[config.mk]
export PLATFORM = sky130hd
export DESIGN_NAME = writeback_bypass_pipe_flat
export DESIGN_NICKNAME = d
export VERILOG_FILES = /design/src/rtl/writeback_bypass_pipe_pkg.sv /design/src/rtl/writeback_bypass_pipe_if.sv /design/src/rtl/writeback_bypass_pipe_pipe_tag_reg.sv /design/src/rtl/writeback_bypass_pipe.sv /design/src/flat_wrapper.sv
export SDC_FILE = /design/constraint.sdc
export NUM_CORES = 1
export LEC_CHECK = 0
export BUFFER_PORTS_ARGS = -buffer_cell sky130_fd_sc_hd__buf_4
export CORE_UTILIZATION = 26
export CTS_CLUSTER_DIAMETER = 50
export DETAILED_ROUTE_END_ITERATION = 8
export PLACE_DENSITY = 0.61
export SETUP_SLACK_MARGIN = 0.05
export SLEW_MARGIN = 20
export SYNTH_ARGS = -nofsm -noshare
export SYNTH_HDL_FRONTEND = slang
export SYNTH_SLANG_ARGS = --single-unit
[constraint.sdc]
create_clock -name clk_i -period 1.45 [get_ports clk_i]
set_input_delay 0.0725 -clock clk_i [delete_from_list [all_inputs] [get_ports clk_i]]
set_output_delay 0.0725 -clock clk_i [all_outputs]
set_load 0.01 [all_outputs]
[src/rtl/writeback_bypass_pipe_pkg.sv]
// Shared definitions for the writeback/bypass producer pipeline: default
// widths, the x0 register tag, forwarding-select encodings and a helper that
// gates register writes aimed at x0.
package writeback_bypass_pipe_pkg;

    localparam int XLEN_DEF  = 32;
    localparam int CNT_W_DEF = 32;

    localparam logic [4:0] REG_X0 = 5'd0;

    // Forwarding mux select seen by the consumer side of operand forwarding
    typedef enum logic [1:0] {
        FWD_NONE = 2'b00,
        FWD_WB   = 2'b01,
        FWD_MEM  = 2'b10
    } fwd_sel_e;

    // A register write only counts when it targets something other than x0
    function automatic logic writes_reg(input logic reg_write, input logic [4:0] rd);
        return reg_write && (rd != REG_X0);
    endfunction

endpackage

[src/rtl/writeback_bypass_pipe_if.sv]
// Bundle of the EX/ID inputs and MEM/WB outputs of the writeback bypass pipe.
// The master side (the surrounding core) drives stage inputs; the slave side
// (the pipe) returns the forwarding tags, data, hazard flag and counter.
interface writeback_bypass_pipe_if #(
    parameter int XLEN  = 32,
    parameter int CNT_W = 32
) ();

    logic             stall_i;
    logic             flush_i;
    logic [4:0]       EXRd_i;
    logic             EXRegWrite_i;
    logic             EXMemRead_i;
    logic [XLEN-1:0]  EXResult_i;
    logic [XLEN-1:0]  MEMLoadData_i;
    logic [4:0]       IDRs1_i;
    logic [4:0]       IDRs2_i;

    logic [4:0]       MEMRd_o;
    logic             MEMRegWrite_o;
    logic [XLEN-1:0]  MEMResult_o;
    logic [4:0]       WBRd_o;
    logic             WBRegWrite_o;
    logic [XLEN-1:0]  WBData_o;
    logic             LoadUseStall_o;
    logic [CNT_W-1:0] WBCount_o;

    modport master (
        output stall_i, flush_i, EXRd_i, EXRegWrite_i, EXMemRead_i, EXResult_i,
               MEMLoadData_i, IDRs1_i, IDRs2_i,
        input  MEMRd_o, MEMRegWrite_o, MEMResult_o, WBRd_o, WBRegWrite_o,
               WBData_o, LoadUseStall_o, WBCount_o
    );

    modport slave (
        input  stall_i, flush_i, EXRd_i, EXRegWrite_i, EXMemRead_i, EXResult_i,
               MEMLoadData_i, IDRs1_i, IDRs2_i,
        output MEMRd_o, MEMRegWrite_o, MEMResult_o, WBRd_o, WBRegWrite_o,
               WBData_o, LoadUseStall_o, WBCount_o
    );

endinterface

[src/rtl/writeback_bypass_pipe_pipe_tag_reg.sv]
// One pipeline register carrying a destination tag, write enable, load flag
// and data word. Holds on stall, turns the instruction into a bubble on
// flush, and never lets a write enable through for x0.
module pipe_tag_reg
    import writeback_bypass_pipe_pkg::*;
#(
    parameter int XLEN = XLEN_DEF
) (
    input  logic            clk_i,
    input  logic            rst_n_i,
    input  logic            stall_i,
    input  logic            flush_i,
    input  logic [4:0]      rd_d,
    input  logic            reg_write_d,
    input  logic            mem_read_d,
    input  logic [XLEN-1:0] data_d,
    output logic [4:0]      rd_q,
    output logic            reg_write_q,
    output logic            mem_read_q,
    output logic [XLEN-1:0] data_q
);

    // Capture the incoming stage unless frozen; flush clears only the control bits
    always_ff @(posedge clk_i or negedge rst_n_i) begin
        if (!rst_n_i) begin
            rd_q        <= REG_X0;
            reg_write_q <= 1'b0;
            mem_read_q  <= 1'b0;
            data_q      <= '0;
        end else if (!stall_i) begin
            rd_q        <= rd_d;
            reg_write_q <= writes_reg(reg_write_d, rd_d) & ~flush_i;
            mem_read_q  <= mem_read_d & ~flush_i;
            data_q      <= data_d;
        end
    end

endmodule

[src/rtl/writeback_bypass_pipe.sv]
// Producer side of operand forwarding: moves each instruction's destination
// tag and result through EX/MEM and MEM/WB, selects load data at MEM, flags
// load-use hazards for ID and counts register writes entering MEM/WB.
module writeback_bypass_pipe
    import writeback_bypass_pipe_pkg::*;
#(
    parameter int XLEN  = XLEN_DEF,
    parameter int CNT_W = CNT_W_DEF
) (
    input  logic                    clk_i,
    input  logic                    rst_n_i,
    writeback_bypass_pipe_if.slave  bus
);

    logic [4:0]       mem_rd;
    logic             mem_reg_write;
    logic             mem_mem_read;
    logic [XLEN-1:0]  mem_result;

    logic [4:0]       wb_rd;
    logic             wb_reg_write;
    logic [XLEN-1:0]  wb_data;
    logic [CNT_W-1:0] wb_count;

    logic             load_use_hit;

    pipe_tag_reg #(
        .XLEN (XLEN)
    ) u_ex_mem (
        .clk_i       (clk_i),
        .rst_n_i     (rst_n_i),
        .stall_i     (bus.stall_i),
        .flush_i     (bus.flush_i),
        .rd_d        (bus.EXRd_i),
        .reg_write_d (bus.EXRegWrite_i),
        .mem_read_d  (bus.EXMemRead_i),
        .data_d      (bus.EXResult_i),
        .rd_q        (mem_rd),
        .reg_write_q (mem_reg_write),
        .mem_read_q  (mem_mem_read),
        .data_q      (mem_result)
    );

    // MEM/WB register: a load retires the memory read data, anything else its ALU result
    always_ff @(posedge clk_i or negedge rst_n_i) begin
        if (!rst_n_i) begin
            wb_rd        <= REG_X0;
            wb_reg_write <= 1'b0;
            wb_data      <= '0;
        end else if (!bus.stall_i) begin
            wb_rd        <= mem_rd;
            wb_reg_write <= mem_reg_write;
            wb_data      <= mem_mem_read ? bus.MEMLoadData_i : mem_result;
        end
    end

    // Count every register write as it enters MEM/WB; wraps freely
    always_ff @(posedge clk_i or negedge rst_n_i) begin
        if (!rst_n_i) begin
            wb_count <= '0;
        end else if (!bus.stall_i && mem_reg_write) begin
            wb_count <= wb_count + {{(CNT_W-1){1'b0}}, 1'b1};
        end
    end

    // A load in EX whose destination is read by ID cannot be forwarded in time
    always_comb begin
        load_use_hit = 1'b0;
        if (bus.EXMemRead_i && writes_reg(bus.EXRegWrite_i, bus.EXRd_i) && !bus.flush_i) begin
            load_use_hit = (bus.IDRs1_i == bus.EXRd_i) || (bus.IDRs2_i == bus.EXRd_i);
        end
    end

    assign bus.MEMRd_o        = mem_rd;
    assign bus.MEMRegWrite_o  = mem_reg_write;
    assign bus.MEMResult_o    = mem_result;
    assign bus.WBRd_o         = wb_rd;
    assign bus.WBRegWrite_o   = wb_reg_write;
    assign bus.WBData_o       = wb_data;
    assign bus.LoadUseStall_o = load_use_hit;
    assign bus.WBCount_o      = wb_count;

endmodule
[src/flat_wrapper.sv]
// flat-port wrapper written by rule: the top's interface ports become plain ports
module writeback_bypass_pipe_flat import writeback_bypass_pipe_pkg::*;
#(
    parameter int XLEN  = XLEN_DEF,
    parameter int CNT_W = CNT_W_DEF
)
  (clk_i, rst_n_i, bus_stall_i, bus_flush_i, bus_EXRd_i, bus_EXRegWrite_i, bus_EXMemRead_i, bus_EXResult_i, bus_MEMLoadData_i, bus_IDRs1_i, bus_IDRs2_i, bus_MEMRd_o, bus_MEMRegWrite_o, bus_MEMResult_o, bus_WBRd_o, bus_WBRegWrite_o, bus_WBData_o, bus_LoadUseStall_o, bus_WBCount_o);
  writeback_bypass_pipe_if #(.XLEN(XLEN), .CNT_W(CNT_W)) bus_i ();
  input  logic clk_i;
  input  logic rst_n_i;
  input wire logic [$bits(bus_i.stall_i)-1:0] bus_stall_i;
  input wire logic [$bits(bus_i.flush_i)-1:0] bus_flush_i;
  input wire logic [$bits(bus_i.EXRd_i)-1:0] bus_EXRd_i;
  input wire logic [$bits(bus_i.EXRegWrite_i)-1:0] bus_EXRegWrite_i;
  input wire logic [$bits(bus_i.EXMemRead_i)-1:0] bus_EXMemRead_i;
  input wire logic [$bits(bus_i.EXResult_i)-1:0] bus_EXResult_i;
  input wire logic [$bits(bus_i.MEMLoadData_i)-1:0] bus_MEMLoadData_i;
  input wire logic [$bits(bus_i.IDRs1_i)-1:0] bus_IDRs1_i;
  input wire logic [$bits(bus_i.IDRs2_i)-1:0] bus_IDRs2_i;
  output wire logic [$bits(bus_i.MEMRd_o)-1:0] bus_MEMRd_o;
  output wire logic [$bits(bus_i.MEMRegWrite_o)-1:0] bus_MEMRegWrite_o;
  output wire logic [$bits(bus_i.MEMResult_o)-1:0] bus_MEMResult_o;
  output wire logic [$bits(bus_i.WBRd_o)-1:0] bus_WBRd_o;
  output wire logic [$bits(bus_i.WBRegWrite_o)-1:0] bus_WBRegWrite_o;
  output wire logic [$bits(bus_i.WBData_o)-1:0] bus_WBData_o;
  output wire logic [$bits(bus_i.LoadUseStall_o)-1:0] bus_LoadUseStall_o;
  output wire logic [$bits(bus_i.WBCount_o)-1:0] bus_WBCount_o;
  assign bus_i.stall_i = bus_stall_i;
  assign bus_i.flush_i = bus_flush_i;
  assign bus_i.EXRd_i = bus_EXRd_i;
  assign bus_i.EXRegWrite_i = bus_EXRegWrite_i;
  assign bus_i.EXMemRead_i = bus_EXMemRead_i;
  assign bus_i.EXResult_i = bus_EXResult_i;
  assign bus_i.MEMLoadData_i = bus_MEMLoadData_i;
  assign bus_i.IDRs1_i = bus_IDRs1_i;
  assign bus_i.IDRs2_i = bus_IDRs2_i;
  assign bus_MEMRd_o = bus_i.MEMRd_o;
  assign bus_MEMRegWrite_o = bus_i.MEMRegWrite_o;
  assign bus_MEMResult_o = bus_i.MEMResult_o;
  assign bus_WBRd_o = bus_i.WBRd_o;
  assign bus_WBRegWrite_o = bus_i.WBRegWrite_o;
  assign bus_WBData_o = bus_i.WBData_o;
  assign bus_LoadUseStall_o = bus_i.LoadUseStall_o;
  assign bus_WBCount_o = bus_i.WBCount_o;
  writeback_bypass_pipe #(.XLEN(XLEN), .CNT_W(CNT_W)) u_core (.clk_i(clk_i), .rst_n_i(rst_n_i), .bus(bus_i));
endmodule
==> reports/results.tsv, run 1 <==
stage	metric	value	unit
run_status	status	finished, final reports clean	
synthesis	ys_ff_latch	109	
power_and_ir_drop	sw_frac_of_total	27.9	%
setup_path	start_kind	flop	
clocking	cts_buffer_depth	2	
setup_path	arrival	1650	ps
global_routing	grt_max_degree	63	
sta	final_hold_viol_count	0	
global_routing	grt_pass1_vias	4151	
global_routing	met1_usage	17.1	%
synthesis	syn-num-nets	470	
power_and_ir_drop	seqPwrFrac	46.6	%
layout	n_antenna_cell	0	
global_routing	grt.met3_usage	4.41	%
place	dpl.hpwl	9530	µm
power_and_ir_drop	switching_power	2.14	mW
layout	fill_cells	1647	
sta	worst_slack	27.4	ps
drt	via_per_inst	4.43	
layout	drive_above_1_share	48.5	%
clocking	clock-root-buffer	clkbuf_16	
drt	drt_iter0_markers	150	
synthesis	synth_edf_count	0	
synthesis	ys_types	30	
floorplan	core_area	17500	µm²
setup_path	endpoint_kind	flop	
drt	wl	13100	µm
sta	relSlewSlack	70.8	%
synthesis	syn_area	4720	µm²
synthesis	seq_area_frac_synth	57.8	%
sta	setup_violations	0	
layout	fin_cells	881	
synthesis	avgSynthCellArea	12.3	µm²
power_and_ir_drop	clkPwrFrac	31.0	%
layout	num-nets-final	737	
synthesis	yosysTopAreaCellShare	57.8	%
setup_path	rrSetupSlack	30	ps
global_routing	antenna_found_initial	0	
place	place_ws	15.9	ps
hold_path	hold_path.class	primary input to flop	
sta	post-route-period-util	98.1	%
sta	fin_tns_setup	0	ps
power_and_ir_drop	powerDensity	1020	nW/µm²
setup_path	cp.required	1680	ps
power_and_ir_drop	vdd_ir_drop_max	0.000557	V
floorplan	die_w	137	µm
layout	syn_to_final_growth	59.9	%
place	dp.cells	818	
clocking	numCtsBuffers	9	
drt	dr.pass1.iters	4	
power_and_ir_drop	leakage	3.53	nW
power_and_ir_drop	p_comb_share	22.4	%
setup_path	crit_fanout	8	
clocking	clock_latency	350	ps
drt	drc	0	
sta	rsz0062_at_grt	yes	
place	place_congestion	0.813	
global_routing	grt.busiest_layer	met2	
sta	worst_pin_slew	438	ps
global_routing	overflow	0	
synthesis	synth-async-reset-ratio	100	%
drt	wl_per_cell	14.9	µm
clocking	htree_levels	3	
clocking	cts_tree	done	
sta	finalClockSkew	12.2	ps
floorplan	die_area	18700	µm²
layout	stdcell_area	7540	µm²
drt	postRouteAntennaNets	0	
global_routing	globalRouteTotalUtil	14.3	%
floorplan	start_util	27.0	%
drt	vias	3904	
clocking	clkTransAtPathRegs	70	ps
floorplan	dieHeight	137	µm
synthesis	synth-main-ff-cell	dfrtp_1	
synthesis	yosys.area.top_type	dfrtp_1	
floorplan	row_count	48	
place	placed_area	6700	µm²
clocking	cts_sinks	109	
setup_path	criticalPathCategory	flop to flop	
sta	clock.fmax	703	MHz
global_routing	grt_first_pass_wirelength	20700	µm
place	io_buffers	193	
sta	min_period	1420	ps
sta	final_max_slew_viol_count	0	
job	maxCapViolations	0	
power_and_ir_drop	power	7.66	mW
synthesis	netlist_instances	384	
synthesis	synth-warning-count	0	
synthesis	synthTopCellsByArea	dfrtp_1, mux2_2, mux2i_1	
floorplan	pin_count	194	
global_routing	grt_use_met2	24.4	%
power_and_ir_drop	intPower	5.52	mW
worst max-delay path: stages, from the launching register on:
cell and delay [ps]:
dfrtp_2 360, nand4_1 180, buf_4 200, nor3_2 100, buf_4 190, nand4_1 120, xnor2_1 160
layout make-up:
type | instances | area (µm²) | share of cell area [%]
flip-flops and latches | 109 | 2730 | 36.2
repair buffers | 275 | 2250 | 29.8
multi-input cells | 254 | 1990 | 26.4
well taps | 225 | 282 | 3.73
clock buffers | 9 | 225 | 2.99
clock inverters | 7 | 56.3 | 0.747
inverters | 2 | 7.51 | 0.0996
worst paths after layout:
check / startpoint / endpoint / cells after the start
max: u_core.bus.WBCount_o[3]$_DFFE_PN0P_ / u_core.bus.WBCount_o[17]$_DFFE_PN0P_ / 6
min: bus_EXRd_i[1] / u_core.u_ex_mem.rd_q[1]$_DFFE_PN0N_ / 2
max reg2reg: u_core.bus.WBCount_o[3]$_DFFE_PN0P_ / u_core.bus.WBCount_o[17]$_DFFE_PN0P_ / 6
min reg2reg: u_core.bus.WBCount_o[20]$_DFFE_PN0P_ / u_core.bus.WBCount_o[20]$_DFFE_PN0P_ / 1
max in group asynchronous: rst_n_i / u_core.bus.WBData_o[5]$_DFFE_PN0N_ / 3
min in group asynchronous: rst_n_i / u_core.bus.WBCount_o[17]$_DFFE_PN0P_ / 2
placed cells by master (no fill, tap or decap), types with 2 or more instances in the layout:
| master | count |
|---|---|
| buf_4 | 224 |
| dfrtp_1 | 106 |
| mux2_2 | 43 |
| nand2_1 | 43 |
| dlygate4sd3_1 | 41 |
| o21ai_0 | 33 |
| mux2i_1 | 32 |
| xnor2_1 | 29 |
| nand4_1 | 13 |
| xor2_1 | 11 |
| clkbuf_16 | 9 |
| nand3_1 | 7 |
| nand3_2 | 6 |
| buf_6 | 5 |
| buf_12 | 5 |
| nor3_1 | 3 |
| nor2_1 | 3 |
| and3_1 | 3 |
| nor3_2 | 3 |
| nor2_2 | 3 |
| inv_6 | 3 |
| dfrtp_2 | 3 |
| and4_1 | 2 |
| nor2b_1 | 2 |
| and3_4 | 2 |
| nand4b_1 | 2 |
| inv_1 | 2 |
| clkinv_4 | 2 |
synth_stat cells, types with 2 or more instances:
cell      count
nor3_1        5
inv_1         2
xor2_1       11
buf_2         9
nor2_1        6
and4_1        2
nand4_1      13
and3_1        5
nand2_1      44
nor2b_1       2
nand3_1      13
nand2b_1      2
xnor2_1      30
o21ai_0      34
nand4b_1      2
mux2_2       43
mux2i_1      32
dfrtp_1     109
clkbuf_1      8
buf_1         2
metal layers:
layer	share of wire, %	wire, µm
met4	1.6	206
met3	6.3	823
met2	51	6610
met1	42	5450
met5	0	0
power by group through the flow:
stage               Sequential, mW  Clock, mW  Combinational [mW]
finish                        3.57       2.37                1.72
detailed placement            3.62          0                1.63
global route                  3.61       2.58                1.86
global placement              3.61          0                1.61
CTS                           3.57       2.47                1.72
floorplan                     3.76          0               0.464
cells by family after synthesis:
family / share of synthesized area (%)
buffers and inverters: 1.91
XOR/XNOR: 7.61
AO/OA/AOI/OAI: 4.09
AND/OR/NAND/NOR: 11.2
multiplexers: 17.1
flip-flops: 57.8
adder cells (fa/ha/maj): 0.265
state kept, by name, summed over array words and instances, names as in the netlist:
| name | flops |
|---|---|
| u_core.u_ex_mem.data_q | 32 |
| u_core.bus.WBRegWrite_o | 1 |
| u_core.u_ex_mem.reg_write_q | 1 |
| u_core.bus.WBData_o | 32 |
| u_core.bus.WBCount_o | 32 |
| u_core.u_ex_mem.mem_read_q | 1 |
| u_core.bus.WBRd_o | 5 |
| u_core.u_ex_mem.rd_q | 5 |
through the flow:
stage               utilization (%)  hold WS (ps)
finish                         43.1          21.2
floorplan                         -          -223
global route                   43.1          4.17
CTS                            42.5          1.96
global placement               38.4          44.3
detailed placement             38.4          52.0
repair_timing:
action	in CTS	in global routing
pin swaps	11	21
endpoints found under the setup margin	12	25
setup buffers	2	3
gates resized for setup	4	21
cloned	1	0
endpoints found under the hold margin	66	0
hold buffers	41	0
(Power assumes the default switching activity.)
==> run 2: changes to the inputs <==
- SETUP_SLACK_MARGIN: 0.05 -> 0.4
==> run 2 against run 1 <==
The run now ends with hold timing left. Largest cell class unchanged. Fmax decreased by 1.7%. Clock power increased by 14%. Critical path type unchanged. Register-to-register slack got worse by 20 ps.
==> reports/results.tsv, run 2 (synthesis results as in run 1) <==
stage	metric	value	unit
run_status	status	finished, violations left	
run_status	failed_checks	hold timing	
global_routing	grt_first_pass_wirelength	21200	µm
setup_path	cp.required	1680	ps
setup_path	rr_endpoint	u_core.bus.WBCount_o[25]$_DFFE_PN0P_	
global_routing	grt_max_degree	84	
layout	final_common_cell	buf_4	
sta	setup_violations	0	
hold_path	min_to	u_core.bus.WBData_o[1]$_DFFE_PN0N_	
global_routing	antenna_found_initial	0	
clocking	clkTransAtPathRegs	80	ps
floorplan	pin_count	194	
sta	final_max_slew_viol_count	0	
place	dp.cells	813	
sta	worst_slack	2.85	ps
setup_path	criticalPathCategory	flop to flop	
layout	syn_to_final_growth	71.3	%
clocking	htree_levels	3	
job	maxCapViolations	0	
hold_path	worstHoldStart	bus_MEMLoadData_i[1]	
setup_path	start_kind	flop	
setup_path	rr_worst_depth	5	
sta	whs	-1.49	ps
power_and_ir_drop	vdd_ir_drop_max	0.000599	V
sta	worst_pin_slew	447	ps
setup_path	max_stage_delay	400	ps
clocking	numCtsBuffers	9	
setup_path	rrSetupSlack	3	ps
layout	num-nets-final	753	
power_and_ir_drop	power	8.24	mW
clocking	cts_tree	done	
setup_path	cp_num_buf_inv	1	
power_and_ir_drop	powerDensity	1020	nW/µm²
clocking	cts_sinks	109	
sta	min_period	1450	ps
layout	stdcell_area	8080	µm²
drt	wl_per_cell	16.1	µm
drt	via_per_inst	4.46	
sta	relSlewSlack	70.2	%
place	placed_area	6710	µm²
floorplan	die_w	137	µm
sta	finalClockSkew	7.60	ps
sta	rsz0062_at_grt	yes	
hold_path	hold_path.class	primary input to flop	
floorplan	dieHeight	137	µm
drt	drt_iter0_markers	153	
clocking	clock_latency	350	ps
floorplan	core_area	17500	µm²
floorplan	row_count	48	
hold_path	whs_path_depth	3	
global_routing	grt_pass1_vias	4089	
floorplan	die_area	18700	µm²
place	place_congestion	0.831	
drt	wl	14500	µm
clocking	clock-root-buffer	clkbuf_16	
drt	drc	0	
setup_path	cp_top_family	simple AND/OR/NAND/NOR gates	
sta	clock.fmax	691	MHz
setup_path	cp.depth	5	
global_routing	overflow	0	
setup_path	crit_fanout	5	
layout	n_antenna_cell	0	
place	place_ws	-3.51	ps
sta	fin_tns_setup	0	ps
setup_path	arrival	1680	ps
global_routing	globalRouteTotalUtil	14.9	%
setup_path	endpoint_kind	flop	
place	dpl.hpwl	9520	µm
sta	final_hold_viol_count	1	
layout	drive_above_1_share	53.1	%
setup_path	cp_slowest_cell	dfrtp_1	
drt	postRouteAntennaNets	0	
floorplan	start_util	27.0	%
drt	vias	3997	
place	io_buffers	193	
sta	post-route-period-util	99.8	%
layout	fin_cells	897	
layout	fin_util	46.2	%
drt	dr.pass1.iters	4	
setup_path	reg2reg_from	u_core.bus.WBCount_o[6]$_DFFE_PN0P_	
layout	mostFrequentLayoutCells	buf_4, dfrtp_1, buf_6, mux2_2, dlygate4sd3_1	
setup_path	path_cells	nand4_4, nor4b_4, buf_4, nand4b_1, xnor2_1	
clocking	cts_buffer_depth	2	
power_and_ir_drop	leakage	3.77	nW
run 2: changes by cell type in the layout (fill, tap and decap cells not counted), moves of 6 or more:
cell	change
buf_6	+38
o21ai_0	-33
nand2_1	-6
buf_4	-29
o21ai_1	+32
run 2: how the worst max path moves through the flow:
| stage | startpoint | end | slack [ps] |
|---|---|---|---|
| 6_report | u_core.bus.WBCount_o[6]$_DFFE_PN0P_ | u_core.bus.WBCount_o[25]$_DFFE_PN0P_ | 3 |
| 2_1_floorplan | u_core.bus.WBCount_o[5]$_DFFE_PN0P_ | u_core.bus.WBCount_o[28]$_DFFE_PN0P_ | -80 |
| 4_1_cts | u_core.bus.WBCount_o[4]$_DFFE_PN0P_ | u_core.bus.WBCount_o[25]$_DFFE_PN0P_ | 20 |
| 3_5_place_dp | u_core.bus.WBCount_o[1]$_DFFE_PN0P_ | u_core.bus.WBCount_o[22]$_DFFE_PN0P_ | -4 |
| 3_3_place_gp | u_core.bus.WBCount_o[4]$_DFFE_PN0P_ | u_core.bus.WBCount_o[24]$_DFFE_PN0P_ | 70 |
| 5_1_grt | u_core.bus.WBCount_o[7]$_DFFE_PN0P_ | u_core.bus.WBCount_o[29]$_DFFE_PN0P_ | -70 |
run 2: power breakdown:
group          leakage, nW  internal (mW)  switching, mW
logic                 2.27           1.12          0.836
registers             1.35           3.35          0.233
clock network        0.156           1.57           1.13
run 2: layout make-up:
type / count / area (µm²)
inverter: 2 / 7.51
timing repair buffer: 290 / 2590
multi-input combinational: 255 / 2130
clock inverter: 5 / 81.3
tap: 225 / 282
clock buffer: 11 / 243
sequential: 109 / 2740
fill: 1586 / 9400
run 2: worst reg2reg max path, delay by kind of cell (launching register included):
kind	cells	cell delay, ps
XOR/XNOR	1	140
flip-flops	1	400
buffers and inverters	1	180
AND/OR/NAND/NOR	3	600
run 2: layer usage:
| metal | up-vias | part of all wire [%] | track usage (%) |
|---|---|---|---|
| met1 | 1969 | 39 | 17.1 |
| met3 | 9 | 6.6 | 5.19 |
| li1 | 1903 | - | - |
| met5 | - | 0 | 0 |
| met4 | 0 | 0.85 | 2.96 |
| met2 | 116 | 53 | 26.6 |
run 2: what timing repair did:
| action | 4_1_cts | 5_1_grt |
|---|---|---|
| gates resized for setup | 49 | 79 |
| pin swaps | 26 | 17 |
| hold endpoints to repair | 144 | 5 |
| hold buffers | 36 | 5 |
| buffers inserted | 9 | 12 |
| cloned | 3 | 3 |
| setup endpoints to repair | 84 | 93 |
==> run 3: changes to the inputs <==
- GPL_TIMING_DRIVEN: default -> 0
- MAX_ROUTING_LAYER: default -> met4
==> run 3 against run 2 <==
The flow finishes with violations (hold timing, setup timing). Via count increased by 6.5%. Total power is 1.9% lower. Largest cell class is now buffers. Worst setup slack worse by 27 ps. Flip-flop and latch count did not move. Non-clock buffer count up 47. Critical path depth is 1 higher. Final area is 4.7% higher. Die area did not move. Final cell count up 5.1%.
==> reports/results.tsv, run 3 (synthesis results as in run 1) <==
stage	metric	value	unit
setup_path	max_stage_delay	380	ps
sta	post-route-period-util	102	%
job	maxCapViolations	0	
clocking	clock-root-buffer	clkbuf_16	
floorplan	pin_count	194	
sta	final_max_slew_viol_count	0	
setup_path	path_cells	ha_2, and4b_1, and2_4, buf_8, nand4_1, xnor2_1	
drt	dr.pass1.iters	6	
sta	min_period	1470	ps
floorplan	die_w	137	µm
sta	final_hold_viol_count	109	
layout	syn_to_final_growth	79.4	%
sta	clock.fmax	678	MHz
setup_path	cp_slowest_cell	dfrtp_1	
power_and_ir_drop	clkPwrFrac	29.2	%
hold_path	hold_path.class	primary input to asynchronous set/reset pin	
drt	wl_met1	6080	µm
floorplan	die_area	18700	µm²
clocking	clkTransAtPathRegs	60	ps
layout	drive_above_1_share	52.8	%
drt	wl_per_cell	15.7	µm
layout	n_antenna_cell	0	
run_status	failed_checks	hold timing, setup timing	
global_routing	grt_first_pass_wirelength	22400	µm
clocking	htree_levels	3	
global_routing	globalRouteTotalUtil	16.2	%
power_and_ir_drop	seqPwrFrac	44.6	%
setup_path	crit_fanout	5	
power_and_ir_drop	switching_power	2.28	mW
drt	vias	4258	
sta	setup_violations	4	
place	dpl.hpwl	9790	µm
drt	wl	14800	µm
clocking	cts_tree	done	
floorplan	start_util	27.0	%
sta	rsz0062_at_grt	yes	
setup_path	criticalPathCategory	flop to flop	
place	place_congestion	0.842	
drt	postRouteAntennaNets	0	
drt	via_per_inst	4.52	
clocking	cts_hold_buf	61	
run_status	status	finished, violations left	
clocking	cts_sinks	109	
layout	mostFrequentLayoutCells	buf_4, dfrtp_1, dlygate4sd3_1, mux2_2	
drt	route.met2.wl	7850	µm
global_routing	antenna_found_initial	0	
layout	num-nets-final	799	
sta	finalClockSkew	12.1	ps
clocking	numCtsBuffers	9	
sta	whs	-142	ps
sta	worst_slack	-24.5	ps
sta	relSlewSlack	41.0	%
place	dp.cells	802	
drt	drt_iter0_markers	128	
setup_path	endpoint_kind	flop	
setup_path	cp.required	1670	ps
power_and_ir_drop	vdd_ir_drop_max	0.000773	V
power_and_ir_drop	powerDensity	956	nW/µm²
power_and_ir_drop	sw_frac_of_total	28.2	%
place	place_ws	-257	ps
sta	fin_tns_setup	-41.3	ps
sta	worst_pin_slew	885	ps
power_and_ir_drop	intPower	5.80	mW
power_and_ir_drop	p_comb_share	26.3	%
floorplan	row_count	48	
floorplan	core_area	17500	µm²
clocking	clock_latency	350	ps
global_routing	grt_pass1_vias	4438	
setup_path	arrival	1700	ps
power_and_ir_drop	leakage	3.97	nW
setup_path	start_kind	flop	
global_routing	grt_max_degree	110	
floorplan	dieHeight	137	µm
global_routing	overflow	0	
drt	wl_met3	739	µm
drt	top_layer_used	met4	
layout	fin_cells	943	
layout	fill_cells	1541	
layout	final_common_cell	buf_4	
place	io_buffers	193	
clocking	cts_buffer_depth	2	
drt	drc	0	
run 3: changes by cell type in the layout (fill, tap and decap cells not counted), moves of 3 or more:
| cell | before | now |
|---|---|---|
| buf_16 | 0 | 3 |
| buf_8 | 1 | 7 |
| buf_4 | 195 | 206 |
| buf_6 | 43 | 39 |
| mux2i_2 | 3 | 7 |
| clkbuf_1 | 1 | 5 |
| mux2i_1 | 29 | 25 |
| nand2_2 | 5 | 2 |
| dlygate4sd3_1 | 41 | 61 |
| buf_2 | 0 | 4 |
run 3: critical path: cells and delay by family, from the launching register on:
family        cells  cell delay [ps]
buf+inv           1              110
fa+ha+maj         1              180
xor+xnor          1              160
simple gates      3              520
flops             1              380
run 3: area by class of cell:
cell class / count / area, µm² / share of cell area (%)
multi-input cells: 254 / 2130 / 25.2
flip-flops and latches: 109 / 2740 / 32.4
repair buffers: 318 / 2850 / 33.6
clock buffers: 10 / 229 / 2.71
inverters: 2 / 7.51 / 0.0888
plain buffers: 19 / 175 / 2.07
well taps: 225 / 282 / 3.33
clock inverters: 6 / 46.3 / 0.547
run 3: repair_timing:
action,in CTS,in global routing
setup endpoints to repair,115,95
hold endpoints to repair,170,109
setup buffers,34,25
resized for setup,97,49
pin swaps,30,35
gates cloned,4,1
run 3: metal layers:
metal,vias to the layer above,track usage [%]
met2,121,28.2
met3,12,4.67
met5,-,-
met4,0,3.83
li1,1992,-
met1,2133,18.3
run 3: worst paths after layout:
path / startpoint / endpoint / slack, ps / cells past startpoint
setup / recovery: u_core.bus.WBCount_o[1]$_DFFE_PN0P_ / u_core.bus.WBCount_o[24]$_DFFE_PN0P_ / -20 / 6
hold / removal: rst_n_i / u_core.bus.WBCount_o[30]$_DFFE_PN0P_ / -140 / 1
max in group asynchronous: rst_n_i / u_core.u_ex_mem.reg_write_q$_DFFE_PN0N_ / 960 / 1
hold reg to reg: u_core.bus.WBCount_o[31]$_DFFE_PN0P_ / u_core.bus.WBCount_o[31]$_DFFE_PN0P_ / 480 / 1
min in group clk_i: bus_MEMLoadData_i[0] / u_core.bus.WBData_o[0]$_DFFE_PN0N_ / 20 / 3
setup reg to reg: u_core.bus.WBCount_o[1]$_DFFE_PN0P_ / u_core.bus.WBCount_o[24]$_DFFE_PN0P_ / -20 / 6
run 3: per-stage QoR:
stage	utilization (%)	power [mW]	area [µm²]	hold WS, ps
after floorplan	-	4.25	4800	-223
after global placement	37.3	5.15	6530	270
after detailed placement	37.4	5.20	6530	269
after CTS	46.0	8.01	8030	-75.6
after global routing	48.4	8.48	8460	-81.8
final	48.4	8.08	8460	-142
run 3: power by group through the flow:
stage / clock, mW / sequential (mW) / combinational, mW
floorplan: 0 / 3.76 / 0.490
global placement: 0 / 3.65 / 1.50
detailed placement: 0 / 3.67 / 1.53
CTS: 2.44 / 3.58 / 2.00
global route: 2.57 / 3.64 / 2.27
finish: 2.36 / 3.60 / 2.12
